===== src/rtl/rv_pkg.sv =====
// Shared RV32I encoding constants: in_type selector enum, base opcodes and the
// queued word layout used by the instruction encoder.
package rv_pkg;

   typedef enum logic [3:0] {
      IT_R      = 4'd0,
      IT_I      = 4'd1,
      IT_LOAD   = 4'd2,
      IT_STORE  = 4'd3,
      IT_BRANCH = 4'd4,
      IT_JAL    = 4'd5,
      IT_JALR   = 4'd6,
      IT_LUI    = 4'd7,
      IT_AUIPC  = 4'd8
   } in_type_e;

   localparam logic [6:0] OP_R      = 7'h33;
   localparam logic [6:0] OP_I      = 7'h13;
   localparam logic [6:0] OP_LOAD   = 7'h03;
   localparam logic [6:0] OP_STORE  = 7'h23;
   localparam logic [6:0] OP_BRANCH = 7'h63;
   localparam logic [6:0] OP_JAL    = 7'h6F;
   localparam logic [6:0] OP_JALR   = 7'h67;
   localparam logic [6:0] OP_LUI    = 7'h37;
   localparam logic [6:0] OP_AUIPC  = 7'h17;

   localparam logic [31:0] NOP_INST = 32'h0000_0013;

   typedef struct packed {
      logic        illegal;
      logic [31:0] inst;
   } enc_word_t;

   // True when v is representable as a signed value whose sign bit is v[msb].
   function automatic logic sign_fits(input logic [31:0] v, input logic [4:0] msb);
      logic [31:0] s;
      s = 32'($signed(v) >>> msb);
      return (s == 32'h0000_0000) || (s == 32'hFFFF_FFFF);
   endfunction

endpackage


===== src/rtl/inst_pack.sv =====
// Combinational RV32I field packer: builds the instruction word for one bundle
// and flags immediates that are misaligned or do not fit their field.
module inst_pack
   import rv_pkg::*;
(
   input  logic [3:0]  in_type_i,
   input  logic [4:0]  rd_i,
   input  logic [4:0]  rs1_i,
   input  logic [4:0]  rs2_i,
   input  logic [2:0]  funct3_i,
   input  logic [6:0]  funct7_i,
   input  logic [31:0] imm_i,
   output logic [31:0] word_o,
   output logic        illegal_o
);

   // Format-specific field placement; unknown selectors collapse to a flagged NOP.
   always_comb begin
      word_o    = NOP_INST;
      illegal_o = 1'b0;
      case (in_type_i)
         IT_R: word_o = {funct7_i, rs2_i, rs1_i, funct3_i, rd_i, OP_R};
         IT_I: begin
            word_o    = {imm_i[11:0], rs1_i, funct3_i, rd_i, OP_I};
            illegal_o = !sign_fits(imm_i, 5'd11);
         end
         IT_LOAD: begin
            word_o    = {imm_i[11:0], rs1_i, funct3_i, rd_i, OP_LOAD};
            illegal_o = !sign_fits(imm_i, 5'd11);
         end
         IT_JALR: begin
            word_o    = {imm_i[11:0], rs1_i, 3'b000, rd_i, OP_JALR};
            illegal_o = !sign_fits(imm_i, 5'd11);
         end
         IT_STORE: begin
            word_o    = {imm_i[11:5], rs2_i, rs1_i, funct3_i, imm_i[4:0], OP_STORE};
            illegal_o = !sign_fits(imm_i, 5'd11);
         end
         IT_BRANCH: begin
            word_o    = {imm_i[12], imm_i[10:5], rs2_i, rs1_i, funct3_i,
                         imm_i[4:1], imm_i[11], OP_BRANCH};
            illegal_o = imm_i[0] | !sign_fits(imm_i, 5'd12);
         end
         IT_JAL: begin
            word_o    = {imm_i[20], imm_i[10:1], imm_i[11], imm_i[19:12], rd_i, OP_JAL};
            illegal_o = imm_i[0] | !sign_fits(imm_i, 5'd20);
         end
         IT_LUI:   word_o = {imm_i[31:12], rd_i, OP_LUI};
         IT_AUIPC: word_o = {imm_i[31:12], rd_i, OP_AUIPC};
         default: begin
            word_o    = NOP_INST;
            illegal_o = 1'b1;
         end
      endcase
   end

endmodule


===== src/rtl/inst_encoder.sv =====
// RV32I instruction encoder: packs field bundles into words, queues them in a
// 2-entry in-order FIFO and counts legal words delivered downstream.
module inst_encoder
   import rv_pkg::*;
#(
   parameter int CNT_W = 16
) (
   input  logic             clk,
   input  logic             rst_n,
   input  logic             in_valid,
   output logic             in_ready,
   input  logic [3:0]       in_type,
   input  logic [4:0]       rd,
   input  logic [4:0]       rs1,
   input  logic [4:0]       rs2,
   input  logic [2:0]       funct3,
   input  logic [6:0]       funct7,
   input  logic [31:0]      imm,
   output logic             out_valid,
   input  logic             out_ready,
   output logic [31:0]      out_inst,
   output logic             out_illegal,
   output logic [CNT_W-1:0] enc_count
);

   logic [1:0]       count_q, count_d;
   enc_word_t        head_q, head_d;
   enc_word_t        tail_q, tail_d;
   logic [CNT_W-1:0] enc_count_q, enc_count_d;
   enc_word_t        packed_s;
   logic             push_s, pop_s;

   inst_pack u_pack (
      .in_type_i (in_type),
      .rd_i      (rd),
      .rs1_i     (rs1),
      .rs2_i     (rs2),
      .funct3_i  (funct3),
      .funct7_i  (funct7),
      .imm_i     (imm),
      .word_o    (packed_s.inst),
      .illegal_o (packed_s.illegal)
   );

   // in_ready is decoded from occupancy only, never from out_ready.
   assign in_ready    = (count_q != 2'd2);
   assign out_valid   = (count_q != 2'd0);
   assign out_inst    = head_q.inst;
   assign out_illegal = head_q.illegal;
   assign enc_count   = enc_count_q;

   assign push_s = in_valid & in_ready;
   assign pop_s  = out_valid & out_ready;

   // Head register is always the oldest word; a simultaneous push/pop only happens at count 1.
   always_comb begin
      count_d     = count_q;
      head_d      = head_q;
      tail_d      = tail_q;
      enc_count_d = enc_count_q;
      case ({push_s, pop_s})
         2'b10: begin
            if (count_q == 2'd0) begin
               head_d = packed_s;
            end else begin
               tail_d = packed_s;
            end
            count_d = count_q + 2'd1;
         end
         2'b01: begin
            if (count_q == 2'd2) begin
               head_d = tail_q;
            end else begin
               head_d = head_q;
            end
            count_d = count_q - 2'd1;
         end
         2'b11: head_d = packed_s;
         default: count_d = count_q;
      endcase
      if (pop_s && !head_q.illegal && (enc_count_q != {CNT_W{1'b1}})) begin
         enc_count_d = enc_count_q + CNT_W'(1);
      end else begin
         enc_count_d = enc_count_q;
      end
   end

   // State registers with asynchronous clear that also discards buffered words.
   always_ff @(posedge clk or negedge rst_n) begin
      if (!rst_n) begin
         count_q     <= 2'd0;
         head_q      <= '0;
         tail_q      <= '0;
         enc_count_q <= '0;
      end else begin
         count_q     <= count_d;
         head_q      <= head_d;
         tail_q      <= tail_d;
         enc_count_q <= enc_count_d;
      end
   end

endmodule

===== config.mk =====
export PLATFORM = sky130hd
export DESIGN_NAME = inst_encoder
export DESIGN_NICKNAME = d
export VERILOG_FILES = /design/src/rtl/rv_pkg.sv /design/src/rtl/inst_pack.sv /design/src/rtl/inst_encoder.sv
export SDC_FILE = /design/constraint.sdc
export NUM_CORES = 1
export LEC_CHECK = 0
export CORE_MARGIN = 5
export CORE_UTILIZATION = 45
export CTS_CLUSTER_SIZE = 30
export DETAILED_ROUTE_END_ITERATION = 10
export PLACE_DENSITY = 0.75
export SKIP_LAST_GASP = 1
export SLEW_MARGIN = 20
export SYNTH_ARGS = -nofsm -noshare
export SYNTH_HDL_FRONTEND = slang
export SYNTH_SLANG_ARGS = --single-unit

===== constraint.sdc =====
create_clock -name clk -period 4.6 [get_ports clk]
set_input_delay 0.69 -clock clk [delete_from_list [all_inputs] [get_ports clk]]
set_output_delay 0.69 -clock clk [all_outputs]
set_load 0.005 [all_outputs]

### After elaboration in Yosys (flattened, before gate mapping)

Cells that the tools add are included.

* bits in registers: 84
* logic and storage cells: 60
* output and inout port bits: 51

* bitwise operators: 5
* reductions and logical operators: 21
* mux-type cells: 6
* $add $sub $neg: 3
* equality and inequality tests: 19

Operators with widths (count)
* $pmux W32 S9: 1
* $pmux W33 S3: 1
* $eq A32 B32 Y1 const B: 3
* $logic_not A32 Y1: 3
* $mux W33: 2
* $add A16 B1 Y16 const B: 1
* $eq A4 B3 Y1 const B: 4
* $ne A16 B16 Y1 const B: 1
* $eq A4 B2 Y1 const B: 2
* $eq A2 B2 Y1 const B: 3
* $ne A2 B2 Y1 const B: 3
* $eq A4 B1 Y1 const B: 1
* $eq A4 B4 Y1 const B: 1
* $logic_not A1 Y1: 4
* $logic_not A4 Y1: 1
* $pmux W1 S4: 1
* $pmux W2 S2: 1
* $reduce_bool A2 Y1: 2
* $reduce_or A4 Y1: 1
* $logic_or A1 B1 Y1: 3
* $reduce_and A3 Y1: 1
* $reduce_bool A3 Y1: 1
* $reduce_or A3 Y1: 1
* $add A2 B1 Y2 const B: 1
* other kinds (8): 11

### Logic depth before layout (Yosys ltp)

Gate-level depths: netlist of the first run.

* depth after elaboration: 7
* mapped depth: 11
* gate-level depth less buffers: 9

### Hierarchy

Synthesis of the first run repeated with hierarchy kept, for this count alone.

* cells, all modules: 485
* area total of the unflattened synthesis: 4750.8 µm²

By module, submodules not included
* inst_encoder: area an instance 3636.0 µm², cells each 298, seq. area each 2102.0 µm², times used 1
* inst_pack: area an instance 1114.8 µm², cells each 187, seq. area each 0.0 µm², times used 1

### Worst setup path after synthesis of the first run

OpenSTA, ideal clock, no wires.

* path type: reg-to-reg
* start: reg count_q[0]
* end: reg head_q, in the netlist out_inst[22]
* arrival: 2.098 ns
* buffers on the path: 2
* setup time: 0.125 ns
* setup slack: 2.378 ns
* stages on the path, launching flop included: 9
* path through: dfrtp_1 > or2_2 > nand2_2 > ha_1 > o21a_1 > a211o_1 > buf_2 > buf_2 > mux2_2

* cells in the longest elaborated chain, start to end: 5
* elaborated cells between the ends (all ways): 14
* those cells by class: 7 x eq/ne; 1 x mux; 2 x bitwise; 4 x reduce/logical

Ends and longest elaborated chain
* from (decl): RTL line inst_encoder.sv:26 `logic [1:0] count_q, count_d;`
* from (signal assigned): RTL line inst_encoder.sv:96 `count_q <= count_d;`
* $reduce_bool A2 Y1 *: RTL line inst_encoder.sv:47 `assign out_valid = (count_q != 2'd0);`
* via out_valid: RTL line inst_encoder.sv:19 `output logic out_valid,`
* $and A1 B1 Y1 *: RTL line inst_encoder.sv:53 `assign pop_s = out_valid & out_ready;`
* $eq A2 B1 Y1 / $eq A2 B2 Y1 (equally long branches): RTL line inst_encoder.sv:61 `case ({push_s, pop_s})`
* $ne A2 B2 Y1 (no line) / $reduce_bool A3 Y1 (equally long branches)
* $reduce_and A3 Y1 (no line)
* to (signal assigned): RTL line inst_encoder.sv:92 `head_q <= '0;`
* to (signal assigned): RTL line inst_encoder.sv:97 `head_q <= head_d;`
* to (decl): RTL line inst_encoder.sv:27 `enc_word_t head_q, head_d;`

The timed path passes the listed nets; every way through them passes the cells marked *.
A chain may end at the register's enable or synchronous reset.

### Final worst setup path of the first run

* start: in in_type[2]
* end: reg head_q, in the netlist out_inst[26]

* cells in the longest elaborated chain, start to end: 4
* elaborated cells between the ends (all ways): 12
* those cells by class: 8 x eq/ne; 3 x mux; 1 x reduce/logical

Ends and longest elaborated chain
* from (decl): RTL line inst_encoder.sv:12 `input logic [3:0] in_type,`
* $eq A4 B4 Y1 (tied with other cells): RTL line inst_pack.sv:21 `case (in_type_i)`
* $pmux W32 S9 *: RTL line inst_pack.sv:21
* $mux W33: RTL line inst_encoder.sv:63 `if (count_q == 2'd0) begin`
* $pmux W33 S3 *: RTL line inst_encoder.sv:61

Every way passes the cells marked *; elsewhere a longest branch is shown, timed or not. The select of a mux whose other input is x is not followed.

==> results of run 1 <==
## placed cells by master (no fill, tap or decap), drive strengths merged, types with 3 or more instances in the layout
cell type and n:
ha 4, a22oi 10, nor4 5, xnor2 7, or2 3, mux2 22, o31ai 7, clkbuf 12
dfrtp 82, inv 5, o22a 8, nand2 72, a21oi 22, a221oi 5, or4 3, nand2b 4
o21ai 58, nand3b 3, and3 4, xor2 12, nor2 24, buf 6, a222oi 11, nor2b 11
nand4 9, nor3 7, clkdlybuf4s50 114, nand3 4, a211oi 12, clkinv 3, mux2i 8
## flip-flops by register name, summed over array words and instances, names as in the netlist
register	cells
count_q	2
enc_count	16
out_illegal	1
out_inst	31
tail_q	32
## power groups by stage
stage / Sequential (mW) / Clock [mW] / Combinational, mW
after global placement: 1.14 / 0 / 1.05
after detailed placement: 1.15 / 0 / 1.09
after CTS: 1.13 / 0.611 / 1.09
final: 1.13 / 0.600 / 1.08
after global routing: 1.17 / 0.635 / 1.21
after floorplan: 1.13 / 0 / 0.601
## worst max-delay path by stage
stage	startpoint	to	cells past startpoint
after floorplan	count_q[0]	out_inst[22]	8
after global placement	in_type[2]	out_inst[25]	6
after detailed placement	in_type[2]	out_inst[25]	6
after CTS	in_type[2]	out_inst[26]	6
after global routing	in_type[2]	out_inst[26]	6
final	in_type[2]	out_inst[26]	6
## worst max-delay path, delay by kind of cell
| kind | cells | cell delay (ps) |
|---|---|---|
| and+or+nand+nor | 1 | 800 |
| muxes | 1 | 170 |
| AOI/OAI and AO/OA | 3 | 990 |
| buffers and inverters | 1 | 830 |
## kinds of logic (layout without fill, tap and decap cells)
| logic type | count (synthesis) | after routing | share of synthesized area [%] |
|---|---|---|---|
| adder cells (fa/ha/maj) | 4 | 4 | 1.125 |
| multiplexers | 30 | 30 | 7.368 |
| AND/OR/NAND/NOR | 155 | 155 | 17.29 |
| XOR/XNOR | 19 | 19 | 3.740 |
| flip-flops | 82 | 82 | 46.12 |
| AO/OA/AOI/OAI | 141 | 141 | 20.39 |
| buffers and inverters | 40 | 142 | 3.965 |
## through the flow
| step | instances | setup slack (ps) | cell area, sq um | hold WS, ps |
|---|---|---|---|---|
| after CTS | 706 | 1510 | 5879 | 488.1 |
| after global routing | 706 | 1179 | 5883 | 430.7 |
| after detailed placement | 690 | 1111 | 5650 | 470.7 |
| after global placement | 690 | 1199 | 5650 | 457.8 |
| final | 706 | 1433 | 5883 | 368.1 |
| after floorplan | 471 | 2378 | 4449 | 394.4 |
## metal layers
layer / routed length (microns) / vias to the layer above / part of all wire (%) / track usage (%)
met5: 0 / - / 0 / 0
li1: - / 1911 / - / -
met1: 5227 / 1850 / 45 / 27.81
met2: 5398 / 128 / 46 / 31.87
met4: 165 / 0 / 1.4 / 7.035
met3: 839 / 16 / 7.2 / 4.463
## cell type report
| cell class | count | area share (%) |
|---|---|---|
| Multi-Input combinational cell | 349 | 37.79 |
| Sequential cell | 82 | 34.88 |
| Clock buffer | 12 | 2.637 |
| Timing Repair Buffer | 120 | 20.23 |
| Clock inverter | 4 | 1.255 |
| Inverter | 6 | 0.3828 |
| Tap cell | 133 | 2.829 |
==> reports/summary.txt, run 1 <==
Crit Reg-Reg Startpoint -> count_q[0]
Clock power frac -> 21.3%
Worst R2R Path Depth -> 7
Area contributors post-synth -> dfrtp_1 46%, nand2_1 6.0%, mux2_2 5.6%
IO buf count -> 115
Post-DP HPWL -> 8.624 mm
Worst R2R End -> out_inst[17]
Top post-synthesis cells by count -> 82 x dfrtp_1, 71 x nand2_1, 48 x o21ai_0
Comb power frac -> 38.4%
Power per cell area -> 478.5 nW/um^2
Initial antenna violation count -> 0
Post-CTS setup buffers -> 0
Core Area -> 9729 sq um
Async set-or-reset flop fraction in the synthesized netlist -> 100.0%
Post-Synthesis Cells -> 471
Min Tclk post-route -> 3167 ps
Synth-to-layout area growth -> 32.23%
Root Buffer -> clkbuf_8
Peak supply drop -> 242.4 uV
Antenna cells -> 0
Switching fraction of total power -> 32.96%
Clock latency on the worst-skew pair -> 360 ps
Number of synthesized flops with an enable pin -> 0
Gpl congestion -> 0.8188
Final Hold Fails -> 0
DR iter-0 viols -> 247
Die height -> 109.4 microns
Post-CTS sizing -> 0
Layout fillers -> 841
Worst slew pin tran -> 892.0 ps
CP Capture Type -> flop
Post-Syn Area -> 4449 sq um
Leakage -> 2.429 nW
Register-to-Register Setup Slack -> 2100 ps
DR vias/cell -> 5.531
Period utilization -> 68.84%
Syn avg cell area -> 9.446 sq um
CTS tree -> done
YS warnings -> 0
Per-cell routed wire length -> 16.48 microns
I/O pin total -> 116
Sequential-to-total area share from yosys stat -> 46.12%
Layout cells sized above 1 -> 9.424%
Chip width -> 109.4 microns
CTS Buf Count -> 9
Net switching power -> 927.8 uW
Max Root-Sink Buffers -> 2
CP required -> 4910 ps
Multi-input gate area -> 2223 sq um
Startpoint Class -> input pin
Row cnt -> 36
ANT nets after route -> 0
Crit path arrival time -> 3470 ps
Min-delay worst type -> in -> async
Final setup violation count -> 0
CP max FO -> 24
Total Power -> 2.815 mW
Initial core utilization -> 45.73%
Via count -> 3,905
Total track usage -> 20.30%
Most common cell in the netlist -> dfrtp_1
Ys flop type -> dfrtp_1
Slew headroom -> 40.17%
Grt total ovfl -> 0
Top-area cell type share of the netlist area -> 46.12%
Syn Nets -> 540
Hold-fix buffers, CTS -> 0
Max cap viols -> 0
Max-slew violation count -> 0
Yosys cell types -> 50
Yosys top cell by area -> dfrtp_1
Largest net degree at the start of global routing -> 83
CP peak stage delay -> 830 ps
Area of the die -> 11,980 sq um
Cell Int Power -> 1.887 mW
Crit path max-delay cell type -> clkdlybuf4s50_1
CP cell instances -> clkdlybuf4s50_1 -> nor3_2 -> a32o_1 -> a222oi_1 -> o21ai_0 -> mux2_2
First-pass GRT wire length -> 19.27 mm
Highest clock rate -> 0.3158 GHz
CP Class -> in -> reg
Status -> finished, final reports clean
Reg power frac -> 40.3%
Nets -> 637
Vias in the first global route -> 3,991
Setup Skew -> 6.151 ps
Num Clock Sinks -> 82
Reg clk slew, reported paths -> 80 ps
Final wirelength -> 11.63 mm
Pre-antenna DRT Iters -> 5
Final Util -> 60.47%
Post-Route Setup TNS -> 0 ps
RSZ-0062 raised after global routing -> no
Register Area -> 2052 sq um
DRC errors left -> 0
FF+latch count, synth -> 82
CTS H-tree lvls -> 3
(Power assumes the default switching activity.)
==> inputs of run 2 (changes only) <==
- CORE_UTILIZATION: 45 -> 44
- PLACE_DENSITY: 0.75 -> 0.76
- clock period: 4.6 -> 2.63 ns (I/O delays scaled with it)
==> run 2 against run 1 <==
Compared with the run above: sequential cell count is the same; largest cell class unchanged; critical path depth stayed put; routed wire length rose by 3.9%; setup slack got worse by 1000 ps.
==> reports/summary.txt, run 2 (synthesis results as in run 1) <==
Reg clk slew, reported paths -> 100 ps (+20 ps)
ANT nets after route -> 0 (unchanged)
Largest net degree at the start of global routing -> 57 (-31%)
GR Layer Usage met1 -> 27.01% (-0.80 points)
Final Hold Fails -> 0 (unchanged)
Crit path arrival time -> 2480 ps (-990 ps)
Chip width -> 110.6 microns (+1.0%)
Vias in the first global route -> 4,159 (+4.2%)
Hold slack -> 52.93 ps (-315.2 ps)
Root Buffer -> clkbuf_8
CTS H-tree lvls -> 3 (unchanged)
Per-cell routed wire length -> 16.79 microns (+1.9%)
Final wirelength -> 12.09 mm (+3.9%)
DP Worst Slack -> 52.11 ps (-1059 ps)
Peak supply drop -> 362.7 uV (+50%)
CP Capture Type -> flop
CP Capture Point -> out_inst[25]
Num Clock Sinks -> 82 (unchanged)
Nets -> 651 (+2.2%)
Setup crit start -> in_type[1]
Initial core utilization -> 45.31% (-0.42 points)
Post-CTS sizing -> 0 (unchanged)
Status -> finished, final reports clean
Final setup violation count -> 0 (unchanged)
Initial antenna violation count -> 0 (unchanged)
Max cap viols -> 0 (unchanged)
Die height -> 110.6 microns (+1.0%)
Grt total ovfl -> 0 (unchanged)
Worst slew pin tran -> 686.1 ps (-205.9 ps)
Startpoint Class -> input pin
Worst R2R End -> out_illegal
Power per cell area -> 819.3 nW/um^2 (+71%)
Max Root-Sink Buffers -> 2 (unchanged)
Leakage -> 2.485 nW (+2.3%)
Top reg by flops -> tail_q
Via count -> 4,053 (+3.8%)
Row cnt -> 36 (unchanged)
Min-delay worst type -> in -> async
CP max FO -> 12 (-50%)
CP Class -> in -> reg
IO buf count -> 115 (unchanged)
Post-CTS setup buffers -> 0 (unchanged)
Hold-fix buffers, CTS -> 0 (unchanged)
Worst R2R Path Depth -> 8 (+1)
Antenna cells -> 0 (unchanged)
Total Power -> 4.901 mW (+74%)
Highest clock rate -> 0.4491 GHz
Slew headroom -> 54.26% (+14 points)
Setup Skew -> 14.41 ps (+8.260 ps)
Gpl congestion -> 0.9374 (+14%)
Synth-to-layout area growth -> 34.45%
RSZ-0062 raised after global routing -> no
Max-slew violation count -> 0 (unchanged)
Period utilization -> 84.66%
DRC errors left -> 0 (unchanged)
Layout cells sized above 1 -> 11.58% (+2.2 points)
Final Util -> 60.92% (+0.45 points)
CTS tree -> done
Total track usage -> 20.20% (-0.10 points)
DR iter-0 viols -> 241 (-2.4%)
Crit Reg-Reg Startpoint -> count_q[0]
Max FFs per register -> 32 (unchanged)
Clock latency on the worst-skew pair -> 360 ps (about the same)
CP required -> 2880 ps (-2030 ps)
GRT Max-Usage Layer -> met2
Pre-antenna DRT Iters -> 6 (+1)
Met2 Use GR -> 31.15% (-0.72 points)
Area of the die -> 12,220 sq um (+2.1%)
I/O pin total -> 116 (unchanged)
Post-DP HPWL -> 9.196 mm (+6.6%)
Register-to-Register Setup Slack -> 440 ps (-1660 ps)
Most common cell after layout, fill and taps aside -> clkdlybuf4s50_1
DR vias/cell -> 5.629 (+1.8%)
CTS Buf Count -> 9 (unchanged)
Min Tclk post-route -> 2227 ps
Most frequent cells in the layout -> 114 x clkdlybuf4s50_1, 82 x dfrtp_1, 71 x nand2_1
PnR worst setup slack -> 403.5 ps (-1030 ps)
Post-Route Setup TNS -> 0 ps (unchanged)
Core Area -> 9819 sq um (+0.93%)
Met3 Use GR -> 5.908% (+1.4 points)
First-pass GRT wire length -> 20.67 mm (+7.2%)
run 2: cell types whose count changed in the layout (fill, tap and decap cells not counted):
cell	delta
buf_4	+13
clkinvlp_4	+2
buf_12	+2
buf_6	-1
clkinv_4	-1
inv_8	+1
bufinv_16	-1
clkbuf_8	-2
clkinv_2	-1
inv_6	+2
run 2: how the worst min path moves through the flow:
| stage | start | depth (start not counted) | slack (ps) | to |
|---|---|---|---|---|
| after CTS | rst_n | 1 | 80 | enc_count[13] |
| final | rst_n | 1 | 50 | enc_count[13] |
| after detailed placement | tail_q[1] | 1 | 460 | tail_q[1] |
| after global routing | rst_n | 1 | 110 | enc_count[14] |
| after global placement | tail_q[1] | 1 | 460 | tail_q[1] |
| after floorplan | rst_n | 0 | 100 | count_q[0] |
run 2: power breakdown:
group	internal (mW)	switching [mW]
Clock	0.453	0.508
Combinational	1.05	0.893
Sequential	1.71	0.281
run 2: critical path, stage by stage:
cell	delay, ps
clkdlybuf4s50_1	710
nor3_2	130
a32o_1	380
a222oi_1	470
o21ai_0	130
mux2_2	260
run 2: through the flow:
stage	cell area, sq um	std cells
finish	5982	720
global route	5982	720
CTS	5982	720
detailed placement	5781	704
global placement	5781	704
floorplan	4449	471
run 2: layout make-up:
class / count / area [sq um]
Clock buffer: 10 / 127.6
Clock inverter: 6 / 73.82
Fill cell: 873 / 3837
Inverter: 6 / 22.52
Multi-Input combinational cell: 349 / 2223
Sequential cell: 82 / 2052
Tap cell: 133 / 166.4
Timing Repair Buffer: 134 / 1316
run 2: metal layers:
metal | wire length (microns) | share of wire [%]
met2 | 5612 | 46
met1 | 5295 | 44
met4 | 205 | 1.7
met5 | 0 | 0
met3 | 977 | 8.1
==> inputs of run 3 (changes only) <==
- CORE_UTILIZATION: 44 -> 45
- PLACE_DENSITY: 0.76 -> 0.75
- clock period: 2.63 -> 2.1 ns (I/O delays scaled with it)
==> run 3 against run 2 <==
Compared with the run above: worst hold slack better by 420 ps; first-iteration DRC count increased by 12%; largest cell class unchanged; sequential share of layout area decreased by 1.7 points; global-route usage increased by 0.83 points; design area increased by 5.1%; clock-buffer cell count stayed put.
==> reports/summary.txt, run 3 (synthesis results as in run 1) <==
Status -> finished, final reports clean
DR iter-0 viols -> 270 (+12%)
Highest clock rate -> 0.4958 GHz
Num Clock Sinks -> 82 (unchanged)
RSZ-0062 raised after global routing -> yes
Root Buffer -> clkbuf_8
Total Power -> 6.374 mW (+30%)
ANT nets after route -> 0 (unchanged)
CP cell instances -> or2_4 -> nand2_4 -> ha_1 -> o21a_1 -> a211o_1 -> buf_6 -> mux2_2
Period utilization -> 96.05%
CTS Buf Count -> 9 (unchanged)
Layout cells sized above 1 -> 16.96% (+5.4 points)
Vias in the first global route -> 4,079 (-1.9%)
Die height -> 109.4 microns (-1.0%)
Area of the die -> 11,980 sq um (-2.0%)
DRC errors left -> 0 (unchanged)
Min-delay worst type -> in -> async
Synth-to-layout area growth -> 41.28%
Min Tclk post-route -> 2017 ps
Post-DP HPWL -> 9.265 mm (+0.75%)
Via count -> 4,198 (+3.6%)
Most common cell after layout, fill and taps aside -> clkdlybuf4s50_1
Setup Skew -> 13.14 ps (-1.273 ps)
Gpl congestion -> 0.8572 (-8.6%)
First-pass GRT wire length -> 19.91 mm (-3.6%)
Hold slack -> 475.4 ps (+422.5 ps)
CP max FO -> 26 (+14)
Nets -> 683 (+4.9%)
Per-cell routed wire length -> 16.45 microns (-2.1%)
Antenna cells -> 0 (unchanged)
Peak supply drop -> 438.8 uV (+21%)
Grt total ovfl -> 0 (unchanged)
CP required -> 2350 ps (-530 ps)
DR vias/cell -> 5.582 (-0.83%)
Initial core utilization -> 45.73% (+0.42 points)
Largest net degree at the start of global routing -> 57 (unchanged)
Top reg by flops -> tail_q
CTS tree -> done
Final wirelength -> 12.37 mm (+2.3%)
Power per cell area -> 1014 nW/um^2 (+24%)
CP Class -> reg -> reg
DP Area -> 6006 sq um (+3.9%)
Worst slew pin tran -> 571.4 ps (-114.7 ps)
Core Area -> 9729 sq um (-0.92%)
Slew headroom -> 61.90% (+7.6 points)
CP peak stage delay -> 460 ps (-250 ps)
CTS H-tree lvls -> 3 (unchanged)
Final Cell Area -> 6286 sq um (+5.1%)
Reg clk slew, reported paths -> 100 ps (about the same)
Most frequent cells in the layout -> 112 x clkdlybuf4s50_1, 82 x dfrtp_1, 70 x nand2_1
Initial antenna violation count -> 0 (unchanged)
Max-slew violation count -> 0 (unchanged)
Layout fillers -> 834 (-4.5%)
Max Root-Sink Buffers -> 2 (unchanged)
Crit path arrival time -> 2260 ps (-220 ps)
Crit path max-delay cell type -> dfrtp_1
Final Hold Fails -> 0 (unchanged)
IO buf count -> 115 (unchanged)
Total track usage -> 21.03% (+0.83 points)
I/O pin total -> 116 (unchanged)
Chip width -> 109.4 microns (-1.0%)
Max cap viols -> 0 (unchanged)
Max FFs per register -> 32 (unchanged)
CP Capture Type -> flop
Row cnt -> 36 (unchanged)
Clock latency on the worst-skew pair -> 360 ps (about the same)
Final setup violation count -> 0 (unchanged)
Leakage -> 2.687 nW (+8.1%)
Startpoint Class -> flop
Pre-antenna DRT Iters -> 8 (+2)
-- run 3: cell types whose count changed in the layout (fill, tap and decap cells not counted), moves of 2 or more --
cell             change
buf_4               +29
buf_6                +2
clkdlybuf4s50_1      -2
dlymetal6s2s_1       +2
nand2b_1             -2
nor3_2               -2
nor3_4               +2
-- run 3: final timing paths --
path                              from             to  slack (ps)  cells past startpoint
setup / recovery            count_q[1]   out_inst[22]          80                      7
hold / removal                   rst_n  enc_count[13]         480                      2
setup reg to reg            count_q[1]   out_inst[22]          80                      7
hold reg to reg            out_inst[9]    out_inst[9]         480                      2
max in group asynchronous        rst_n      tail_q[2]        1010                      3
min in group clk           out_inst[9]    out_inst[9]         480                      2
-- run 3: power by group --
part	internal (mW)	switching, mW	total [mW]
sequential	2.14	0.343	2.49
clock	0.597	0.635	1.23
combinational	1.47	1.19	2.65
-- run 3: critical path, delay by kind of cell (launching register included) --
family | cells | cell delay (ps)
flip-flops | 1 | 460
AND/OR/NAND/NOR | 2 | 370
multiplexers | 1 | 370
AO/OA/AOI/OAI | 2 | 310
buffers and inverters | 1 | 220
adder cells (fa/ha/maj) | 1 | 180
-- run 3: layer usage --
metal / global-route usage (%) / part of all wire [%] / vias to the layer above
met1: 27.98 / 45 / 2030
met4: 6.768 / 2.2 / 0
met3: 4.110 / 6.0 / 22
li1: - / - / 2009
met2: 34.57 / 47 / 137
met5: 0 / 0 / -
-- run 3: through the flow --
stage / util [%] / setup WS [ps] / std cells / TNS [ps]
2_1_floorplan: - / 21.65 / 471 / 0
6_report: 64.61 / 82.88 / 752 / 0
3_5_place_dp: 61.73 / -376.8 / 733 / -10320
4_1_cts: 64.08 / 12.90 / 751 / 0
5_1_grt: 64.61 / -26.02 / 752 / -215.5
3_3_place_gp: 61.73 / -256.7 / 733 / -5410
-- run 3: layout make-up --
class                   count  area, sq um  share of cell area (%)
repair buffers            166         1572                   25.00
multi-input cells         349         2262                   35.99
clock buffers              10        137.6                   2.189
inverters                   6        22.52                  0.3583
flip-flops and latches     82         2052                   32.64
well taps                 133        166.4                   2.647
clock inverters             6        73.82                   1.174
-- run 3: repair_timing --
| action | CTS | global route |
|---|---|---|
| cloned | 0 | 0 |
| pin swaps | 0 | 1 |
| resized for setup | 0 | 12 |
| hold endpoints to repair | 40 | 0 |
| hold buffers | 1 | 0 |
| setup endpoints to repair | 1 | 29 |
| buffers inserted | 1 | 1 |
